===== config.mk =====
export PLATFORM = sky130hd
export DESIGN_NAME = seg7_multi_disp
export DESIGN_NICKNAME = d
export VERILOG_FILES = /design/src/rtl/seg7_pkg.sv /design/src/rtl/seg7_glyph.sv /design/src/rtl/seg7_multi_disp.sv
export SDC_FILE = /design/constraint.sdc
export NUM_CORES = 1
export LEC_CHECK = 0
export BUFFER_PORTS_ARGS = -buffer_cell sky130_fd_sc_hd__buf_2
export CORE_MARGIN = 2
export CORE_UTILIZATION = 44
export CTS_CLUSTER_SIZE = 28
export DETAILED_ROUTE_END_ITERATION = 8
export PLACE_DENSITY = 0.63
export SYNTH_ARGS = -nofsm -noshare
export SYNTH_HDL_FRONTEND = slang
export SYNTH_SLANG_ARGS = --single-unit

===== constraint.sdc =====
create_clock -name CLK -period 3.59 [get_ports CLK]
set_input_delay 0.8975 -clock CLK [delete_from_list [all_inputs] [get_ports CLK]]
set_output_delay 0.8975 -clock CLK [all_outputs]
set_load 0.01 [all_outputs]

===== src/rtl/seg7_pkg.sv =====
// Shared mode encoding, segment glyphs ({g,f,e,d,c,b,a}, active-low) and the prime-choice table.
package seg7_pkg;

    typedef enum logic [1:0] {
        MODE_BLANK    = 2'd0,
        MODE_READY    = 2'd1,
        MODE_QUESTION = 2'd2,
        MODE_INPUT    = 2'd3
    } mode_e;

    localparam logic [6:0] SEG_BLANK = 7'b1111111;
    localparam logic [6:0] SEG_DASH  = 7'b0111111;
    localparam logic [6:0] SEG_READY = 7'b1111011;

    function automatic logic [6:0] digit_glyph(input logic [3:0] d);
        logic [6:0] g;
        case (d)
            4'd0:    g = 7'b1000000;
            4'd1:    g = 7'b1111001;
            4'd2:    g = 7'b0100100;
            4'd3:    g = 7'b0110000;
            4'd4:    g = 7'b0011001;
            4'd5:    g = 7'b0010010;
            4'd6:    g = 7'b0000010;
            4'd7:    g = 7'b1011000;
            4'd8:    g = 7'b0000000;
            4'd9:    g = 7'b0010000;
            default: g = SEG_BLANK;
        endcase
        return g;
    endfunction

    // Last decimal digit of the k-th prime (2,3,5,7,11,13,17,19,23) for k = 1..9.
    function automatic logic [3:0] prime_last(input logic [3:0] k);
        logic [3:0] p;
        case (k)
            4'd1:    p = 4'd2;
            4'd2:    p = 4'd3;
            4'd3:    p = 4'd5;
            4'd4:    p = 4'd7;
            4'd5:    p = 4'd1;
            4'd6:    p = 4'd3;
            4'd7:    p = 4'd7;
            4'd8:    p = 4'd9;
            4'd9:    p = 4'd3;
            default: p = 4'd0;
        endcase
        return p;
    endfunction

endpackage


===== src/rtl/seg7_glyph.sv =====
// Combinational per-digit renderer: (mode, code, blank_force) -> active-low segments.
module seg7_glyph
    import seg7_pkg::*;
(
    input  mode_e      mode,
    input  logic [3:0] code,
    input  logic       blank_force,
    output logic [6:0] seg
);

    always_comb begin
        seg = SEG_BLANK;
        if (!blank_force) begin
            case (mode)
                MODE_READY:    seg = SEG_READY;
                MODE_QUESTION: seg = digit_glyph(code);
                MODE_INPUT: begin
                    if (code == 4'd0)
                        seg = SEG_DASH;
                    else if (code <= 4'd9)
                        seg = digit_glyph(prime_last(code));
                end
                default:       seg = SEG_BLANK;
            endcase
        end
    end

endmodule


===== src/rtl/seg7_multi_disp.sv =====
// N-digit registered 7-seg controller: code register file, cursor blink, registered nHEX.
// Optional leading-zero blanking in QUESTION mode under SEG7_ZERO_BLANK_EN.
module seg7_multi_disp
    import seg7_pkg::*;
#(
    parameter int NDIG       = 6,
    parameter int BLINK_HALF = 25_000_000
) (
    input  logic                                    CLK,
    input  logic                                    RST,
    input  logic [1:0]                              MODE,
    input  logic                                    WE,
    input  logic [((NDIG > 1) ? $clog2(NDIG) : 1)-1:0] WADDR,
    input  logic [3:0]                              WDATA,
    input  logic                                    CLR,
    input  logic [((NDIG > 1) ? $clog2(NDIG) : 1)-1:0] CUR,
    output logic [7*NDIG-1:0]                       nHEX
);

    localparam int AW = (NDIG > 1) ? $clog2(NDIG) : 1;
    localparam int CW = $clog2(BLINK_HALF);

    logic [3:0]       codes [NDIG];
    logic [CW-1:0]    cnt, cnt_nxt;
    logic             phase, phase_nxt;
    logic [1:0]       mode_q;
    logic [AW-1:0]    cur_q;
    logic             chg, in_input;
    logic [NDIG-1:0]  zero_sup;
    logic [7*NDIG-1:0] seg_all;
    mode_e            mode;

    assign mode     = mode_e'(MODE);
    assign in_input = (mode == MODE_INPUT);
    assign chg      = (MODE != mode_q) || (CUR != cur_q);

    always_ff @(posedge CLK or posedge RST) begin
        if (RST) begin
            for (int i = 0; i < NDIG; i++) codes[i] <= 4'hF;
        end else if (CLR) begin
            for (int i = 0; i < NDIG; i++) codes[i] <= 4'h0;
        end else if (WE) begin
            for (int i = 0; i < NDIG; i++)
                if (int'(WADDR) == i) codes[i] <= WDATA;
        end
    end

    // The output register samples the phase being loaded, so a restart shows the cursor at once.
    always_comb begin
        cnt_nxt   = cnt;
        phase_nxt = phase;
        if (chg) begin
            cnt_nxt   = '0;
            phase_nxt = 1'b1;
        end else if (in_input) begin
            if (cnt == CW'(BLINK_HALF - 1)) begin
                cnt_nxt   = '0;
                phase_nxt = ~phase;
            end else begin
                cnt_nxt = cnt + 1'b1;
            end
        end
    end

    always_ff @(posedge CLK or posedge RST) begin
        if (RST) begin
            cnt    <= '0;
            phase  <= 1'b1;
            mode_q <= 2'd0;
            cur_q  <= '0;
        end else begin
            cnt    <= cnt_nxt;
            phase  <= phase_nxt;
            mode_q <= MODE;
            cur_q  <= CUR;
        end
    end

`ifdef SEG7_ZERO_BLANK_EN
    always_comb begin
        logic seen;
        seen     = 1'b0;
        zero_sup = '0;
        for (int i = NDIG - 1; i >= 1; i--) begin
            zero_sup[i] = (mode == MODE_QUESTION) && !seen && (codes[i] == 4'h0);
            seen        = seen || (codes[i] != 4'h0);
        end
    end
`else
    assign zero_sup = '0;
`endif

    for (genvar i = 0; i < NDIG; i++) begin : g_dig
        logic blink_off;
        assign blink_off = in_input && !phase_nxt && (int'(CUR) == i);
        seg7_glyph u_glyph (
            .mode        (mode),
            .code        (codes[i]),
            .blank_force (blink_off || zero_sup[i]),
            .seg         (seg_all[7*i +: 7])
        );
    end

    always_ff @(posedge CLK or posedge RST) begin
        if (RST) nHEX <= '1;
        else     nHEX <= seg_all;
    end

endmodule


After elaboration in Yosys (flattened, before gate mapping):

Memories as Yosys holds them, arrays and structs flattened.
Index checks and enable logic that the tools add are counted.

* bits in read-only memories: 1728
* memories kept: 18
* output and inout port bits: 42
* register bits: 97
* logic and storage cells: 146
* bits of input ports: 16

Memories
* (no name shown): words 16, bits a word 7, rd ports 1, clocked after Yosys merged registers in 0, wr ports 0, RTL line seg7_pkg.sv:17 `case (d)`
* (no name shown): words 16, bits a word 7, rd ports 1, clocked after Yosys merged registers in 0, wr ports 0, RTL line seg7_pkg.sv:17
* (no name shown): words 16, bits a word 7, rd ports 1, clocked after Yosys merged registers in 0, wr ports 0, RTL line seg7_pkg.sv:17
* (no name shown): words 16, bits a word 7, rd ports 1, clocked after Yosys merged registers in 0, wr ports 0, RTL line seg7_pkg.sv:17
* (no name shown): words 16, bits a word 7, rd ports 1, clocked after Yosys merged registers in 0, wr ports 0, RTL line seg7_pkg.sv:17
* (no name shown): words 16, bits a word 7, rd ports 1, clocked after Yosys merged registers in 0, wr ports 0, RTL line seg7_pkg.sv:17
* +12 memories

* magnitude comparators: 6
* multiplexer cells: 62
* equal/unequal tests: 16
* bitwise operators: 1
* reductions and logical operators: 31
* add/sub/neg operators: 1

Operators with widths (number)
* 7-bit two-way mux: 18
* 7-bit one-hot mux with 3 select lines: 6
* 4-bit two-way mux: 30
* 25-bit two-way mux: 3
* 24-bit two-way mux: 2
* 25-bit by 1-bit adder with 25-bit output (second input constant): 1
* 25-bit == test (second input constant): 1
* 3-bit == test (second input constant): 8
* 4-bit <= comparator (second input constant): 6
* 4-bit logical NOT: 6
* 2-bit nonzero test: 8
* 2-bit AND reduction: 6
* 1-bit logical AND: 7
* 3-bit by 2-bit == test with 1-bit output (second input constant): 2
* 3-bit logical NOT: 2
* 2-bit == test (second input constant): 2
* 1-bit two-way mux: 3
* 3-bit inequality test: 1
* 2-bit by 1-bit == test with 1-bit output (second input constant): 1
* 2-bit inequality test: 1
* 1-bit logical NOT: 1
* 1-bit logical OR: 1
* 1-bit inverter: 1

Logic depth before layout (Yosys ltp):

An unclocked memory read counts as a cell.

* depth after elaboration: 13
* gate-level depth with buffers: 10

Hierarchy:

From an unflattened synthesis, not the netlist that was laid out.

* cells, all modules: 811
* area, all modules: 7637.3 um^2

By module, submodules not included
* seg7_multi_disp: cells an instance 308, area an instance 3876.2 um^2, seq. area each 2511.2 um^2, instances 1
* seg7_glyph at g_dig[0].u_glyph ...: cells an instance 84, area an instance 626.9 um^2, seq. area each 0.0 um^2, instances 5
* seg7_glyph at g_dig[1].u_glyph: cells an instance 83, area an instance 626.9 um^2, seq. area each 0.0 um^2, instances 1

Least setup slack after synthesis:

OpenSTA, ideal clock, no wires.

* path kind: reg-to-reg
* start point: register codes[15] in the netlist's numbering
* end point: register nHEX[17]
* buffers on the path: 3
* required time: 3.511 ns
* setup slack: 1.110 ns
* stages on the path, launching flop included: 11
* library setup time: 0.079 ns
* arrival time: 2.401 ns
* path through: dfstp_2 > clkbuf_1 > buf_1 > clkbuf_1 > nor3_1 > a211oi_1 > ha_1 > a211o_1 > nand2_1 > nor3_1 > o21ai_0

* longest elaborated chain between the ends: 10
* elaborated cells between the ends (all ways): 13
* classes of those cells: order compare (1); mux (8); reduce/logical (1); memory (3)

Ends and longest elaborated chain
* start: declaration: RTL line seg7_multi_disp.sv:23 `logic [3:0] codes [NDIG];`
* memory 16 x 4 bit
* 4-bit two-way mux: RTL line seg7_glyph.sv:20 `else if (code <= 4'd9)`
* 4-bit two-way mux: RTL line seg7_glyph.sv:18 `if (code == 4'd0)`
* 4-bit two-way mux: RTL line seg7_glyph.sv:14 `case (mode)`
* 4-bit two-way mux: RTL line seg7_glyph.sv:13 `if (!blank_force) begin`
* memory 16 x 7 bit
* 7-bit two-way mux: RTL line seg7_glyph.sv:20
* 7-bit two-way mux: RTL line seg7_glyph.sv:18
* 7-bit one-hot mux with 3 select lines *: RTL line seg7_glyph.sv:14
* 7-bit two-way mux *: RTL line seg7_glyph.sv:13
* named net g_dig[2].u_glyph.seg[3]: RTL line seg7_glyph.sv:8 `output logic [6:0] seg`
* end signal: assignment: RTL line seg7_multi_disp.sv:106 `else nHEX <= seg_all;`
* end: declaration: RTL line seg7_multi_disp.sv:17 `output logic [7*NDIG-1:0] nHEX`

Mark *: on every way through the listed nets, which the timed path passes. The rest lies on a longest branch. The select of a mux whose other input is x is not followed.
A chain may end at the register's enable or synchronous reset.

Final worst setup path:

* start point: register cnt[9]
* end point: register nHEX[9]

* longest elaborated chain between the ends: 8

Ends and longest elaborated chain
* start: declaration: RTL line seg7_multi_disp.sv:24 `logic [CW-1:0] cnt, cnt_nxt;`
* start signal: assignment: RTL line seg7_multi_disp.sv:72 `cnt <= cnt_nxt;`
* 25-bit == test: RTL line seg7_multi_disp.sv:56 `if (cnt == CW'(BLINK_HALF - 1)) begin`
* 1-bit two-way mux: RTL line seg7_multi_disp.sv:56
* 1-bit two-way mux: RTL line seg7_multi_disp.sv:55 `end else if (in_input) begin`
* 1-bit two-way mux: RTL line seg7_multi_disp.sv:52 `if (chg) begin`
* 1-bit logical NOT: RTL line seg7_multi_disp.sv:95 `assign blink_off = in_input && !phase_nxt && (int'(CUR) == i);`
* 1-bit logical AND (2 in series): RTL line seg7_multi_disp.sv:95
* 7-bit two-way mux: RTL line seg7_glyph.sv:13
* named net g_dig[1].u_glyph.seg[2]: RTL line seg7_glyph.sv:8

The timed path passes the listed nets, and every way through them passes these cells.

==> flow_summary.yaml <==
status:
  status: "completed"
synthesis:
  synth.avg_cell_area_um2: 8.256
  synthFlopType: "dfstp_2"
  yosys.area.top_type_share_pct: 23.46
  synth_top_family_by_area: "simple AND/OR/NAND/NOR gates"
  netlist_instances: 909
  ys_top_cells_by_count: "nor2_1, a21oi_1, nand2_1"
  yosysSeqAreaShare_pct: 33.46
  synth.cell_area_um2: 7505
  synth_xor_area_share_pct: 2.918
  yosysWarningCount: 0
  synth_compound_area_share_pct: 22.02
  synth.most_common_cell: "nor2_1"
  syn_nets: 974
  synthAdderAreaFrac_pct: 8.169
  synthSimpleGateAreaFrac_pct: 24.62
  synth_edf_count: 0
  synth_mux_area_share_pct: 4.285
  netlist-cell-type-count: 72
  ys_async_sr_fraction_pct: 100.0
  ys_ff_latch: 97
  yosysTopAreaCell: "dfstp_2"
  synth.area.top_cells: "dfstp_2, dfrtp_1, ha_1, a21oi_1, nor2_1"
route:
  wl_met3_um: 941
  routed_via_density: 5.814
  wirelength_mm: 19.14
  ant_nets: 0
  top_layer: "met4"
  first_pass_iters: 5
  wl_per_cell_um: 16.44
  wl_met2_mm: 8.682
  vias: 6768
  m1WireLength_mm: 9.240
  drc: 0
  drtIter0Drc: 524
power_and_ir_drop:
  vdd_drop_max_v: 0.0002607
  p_leak_nw: 3.283
  cellPowerDensity_nw_per_um2: 315.0
clock_tree:
  htreeDepth: 3
  cts_tree: "built"
  hold_buffers: 0
  clk_pin_slew_ns: 0.07
  postCtsSetupBuffers: 0
  clock_tree.root_cell: "clkbuf_16"
  clk_latency_ns: 0.36
  cts.sinks: 97
  cts_buffer_depth: 2
  cts-buffers-inserted: 9
  cts_resized: 0
place:
  placed_cells: 1148
  port_buffers: 57
  routabilityCongestion: 0.8852
  place_hpwl_mm: 13.71
floorplan:
  num_rows: 47
  die_w_um: 134.6
  ioPinCount: 58
  initial_utilization_pct: 45.09
  core_um2: 16640
  dieArea_um2: 18120
  die_y_um: 134.6
layout:
  area_delta_synth_final_pct: 10.49
  antennaDiodeCount: 0
  layout.cells.non_filler: 1164
  nets: 1004
  fillers: 1652
  drive_gt1_share_pct: 18.96
setup_path:
  critPathKind: "reg2reg"
  crit_path_start_kind: "register"
  critPathMaxFanout: 7
  required_ns: 3.88
  critical_path_arrival_ns: 3.11
  crit_path_end_kind: "register"
grt:
  grt_max_degree: 40
  antenna_found_initial: 0
  grtUsageTotal_pct: 21.66
  grt_overflow: 0
  grt_pass1_wl_mm: 31.72
  grt_pass1_vias: 6099
sta:
  hold_viol: 0
  max-slew-margin-rel_pct: 41.16
  finalCritPeriodShare_pct: 78.44
  fin_worst_skew_ns: 0.008909
  tns_ns: 0
  tightest_slew_ns: 0.8759
  rsz0062_at_grt: "no"
  drv_slew: 0
  clock.fmax_ghz: 0.3551
  setup_viol: 0
  fin_crit_ns: 2.816
hold_path:
  min_path_type: "reg2reg"
job:
  cap_violations: 0
==> kinds of logic after synthesis <==
kind of cell	after synthesis
simple gates	359
compound gates	257
flops	97
buf+inv	90
fa+ha+maj	49
mux	32
xor+xnor	25
==> worst paths after layout <==
kind                                          from                  to  slack, ns  depth (start not counted)
worst max-delay path            cnt[9]$_DFFE_PP0P_   nHEX[9]$_DFF_PP1_       0.77                          5
worst min-delay path            cnt[5]$_DFFE_PP0P_  cnt[5]$_DFFE_PP0P_       0.50                          1
worst max register to register  cnt[9]$_DFFE_PP0P_   nHEX[9]$_DFF_PP1_       0.77                          5
worst min register to register  cnt[5]$_DFFE_PP0P_  cnt[5]$_DFFE_PP0P_       0.50                          1
max in group asynchronous                      RST  nHEX[11]$_DFF_PP1_       2.25                          3
min in group asynchronous                      RST  cnt[3]$_DFFE_PP0P_       0.58                          2
==> layer usage <==
metal  global-route usage, %  vias up
met3                   2.965       20
met5                       0        -
met2                   33.39      181
li1                        -     3360
met4                   6.667        0
met1                   31.59     3207
==> cell usage in the layout (no fill, tap or decap), types with 14 or more instances in the layout <==
cell type / instances
buf_2: 57
o21ai_0: 62
inv_1: 32
xnor2_1: 14
nor2_1: 100
nand3_1: 25
nor2b_1: 17
nand2_1: 70
or3_1: 17
ha_1: 49
dfrtp_1: 30
buf_4: 17
nor3_1: 23
mux2i_1: 31
nand2b_1: 25
a21oi_1: 77
dfstp_2: 67
nand4_1: 14
==> where the power goes <==
part / switching [mW] / total (mW) / leakage (nW) / internal, mW
registers: 0.0370 / 1.21 / 1.11 / 1.17
logic: 0.241 / 0.394 / 2.03 / 0.153
clock network: 0.449 / 1.01 / 0.149 / 0.561
==> worst max-delay path, stage by stage (launching register included) <==
cell and delay (ns):
dfrtp_1 0.43, or4b_4 0.56, or3_4 0.39, nor4_4 0.32, mux2i_1 0.64, or3b_1 0.40
==> per-stage QoR <==
stage	util, %	instance area [um2]	hold slack [ns]	power (mW)	setup WS (ns)
2_1_floorplan	-	7505	0.4544	1.485	0.2697
3_3_place_gp	48.00	7988	0.4811	1.619	0.7295
3_5_place_dp	48.00	7988	0.4847	1.620	0.6304
4_1_cts	49.82	8292	0.4966	2.635	0.7714
5_1_grt	49.82	8292	0.5378	2.734	0.6365
6_report	49.82	8292	0.4974	2.612	0.7740
==> sequential cells by signal, summed over array words and instances (netlist names) <==
name and flops:
phase 1, codes 24, cur_q 3, mode_q 2, nHEX 42, cnt 25
==> final cells by class <==
class	instances	area [um2]	area share (%)
repair buffers	74	412.9	4.980
clock buffers	10	239.0	2.882
clock inverters	6	65.06	0.7847
well taps	220	275.3	3.320
inverters	35	133.9	1.615
flip-flops and latches	97	2511	30.29
multi-input cells	722	4654	56.13
Power figures use the tool's default switching activity.
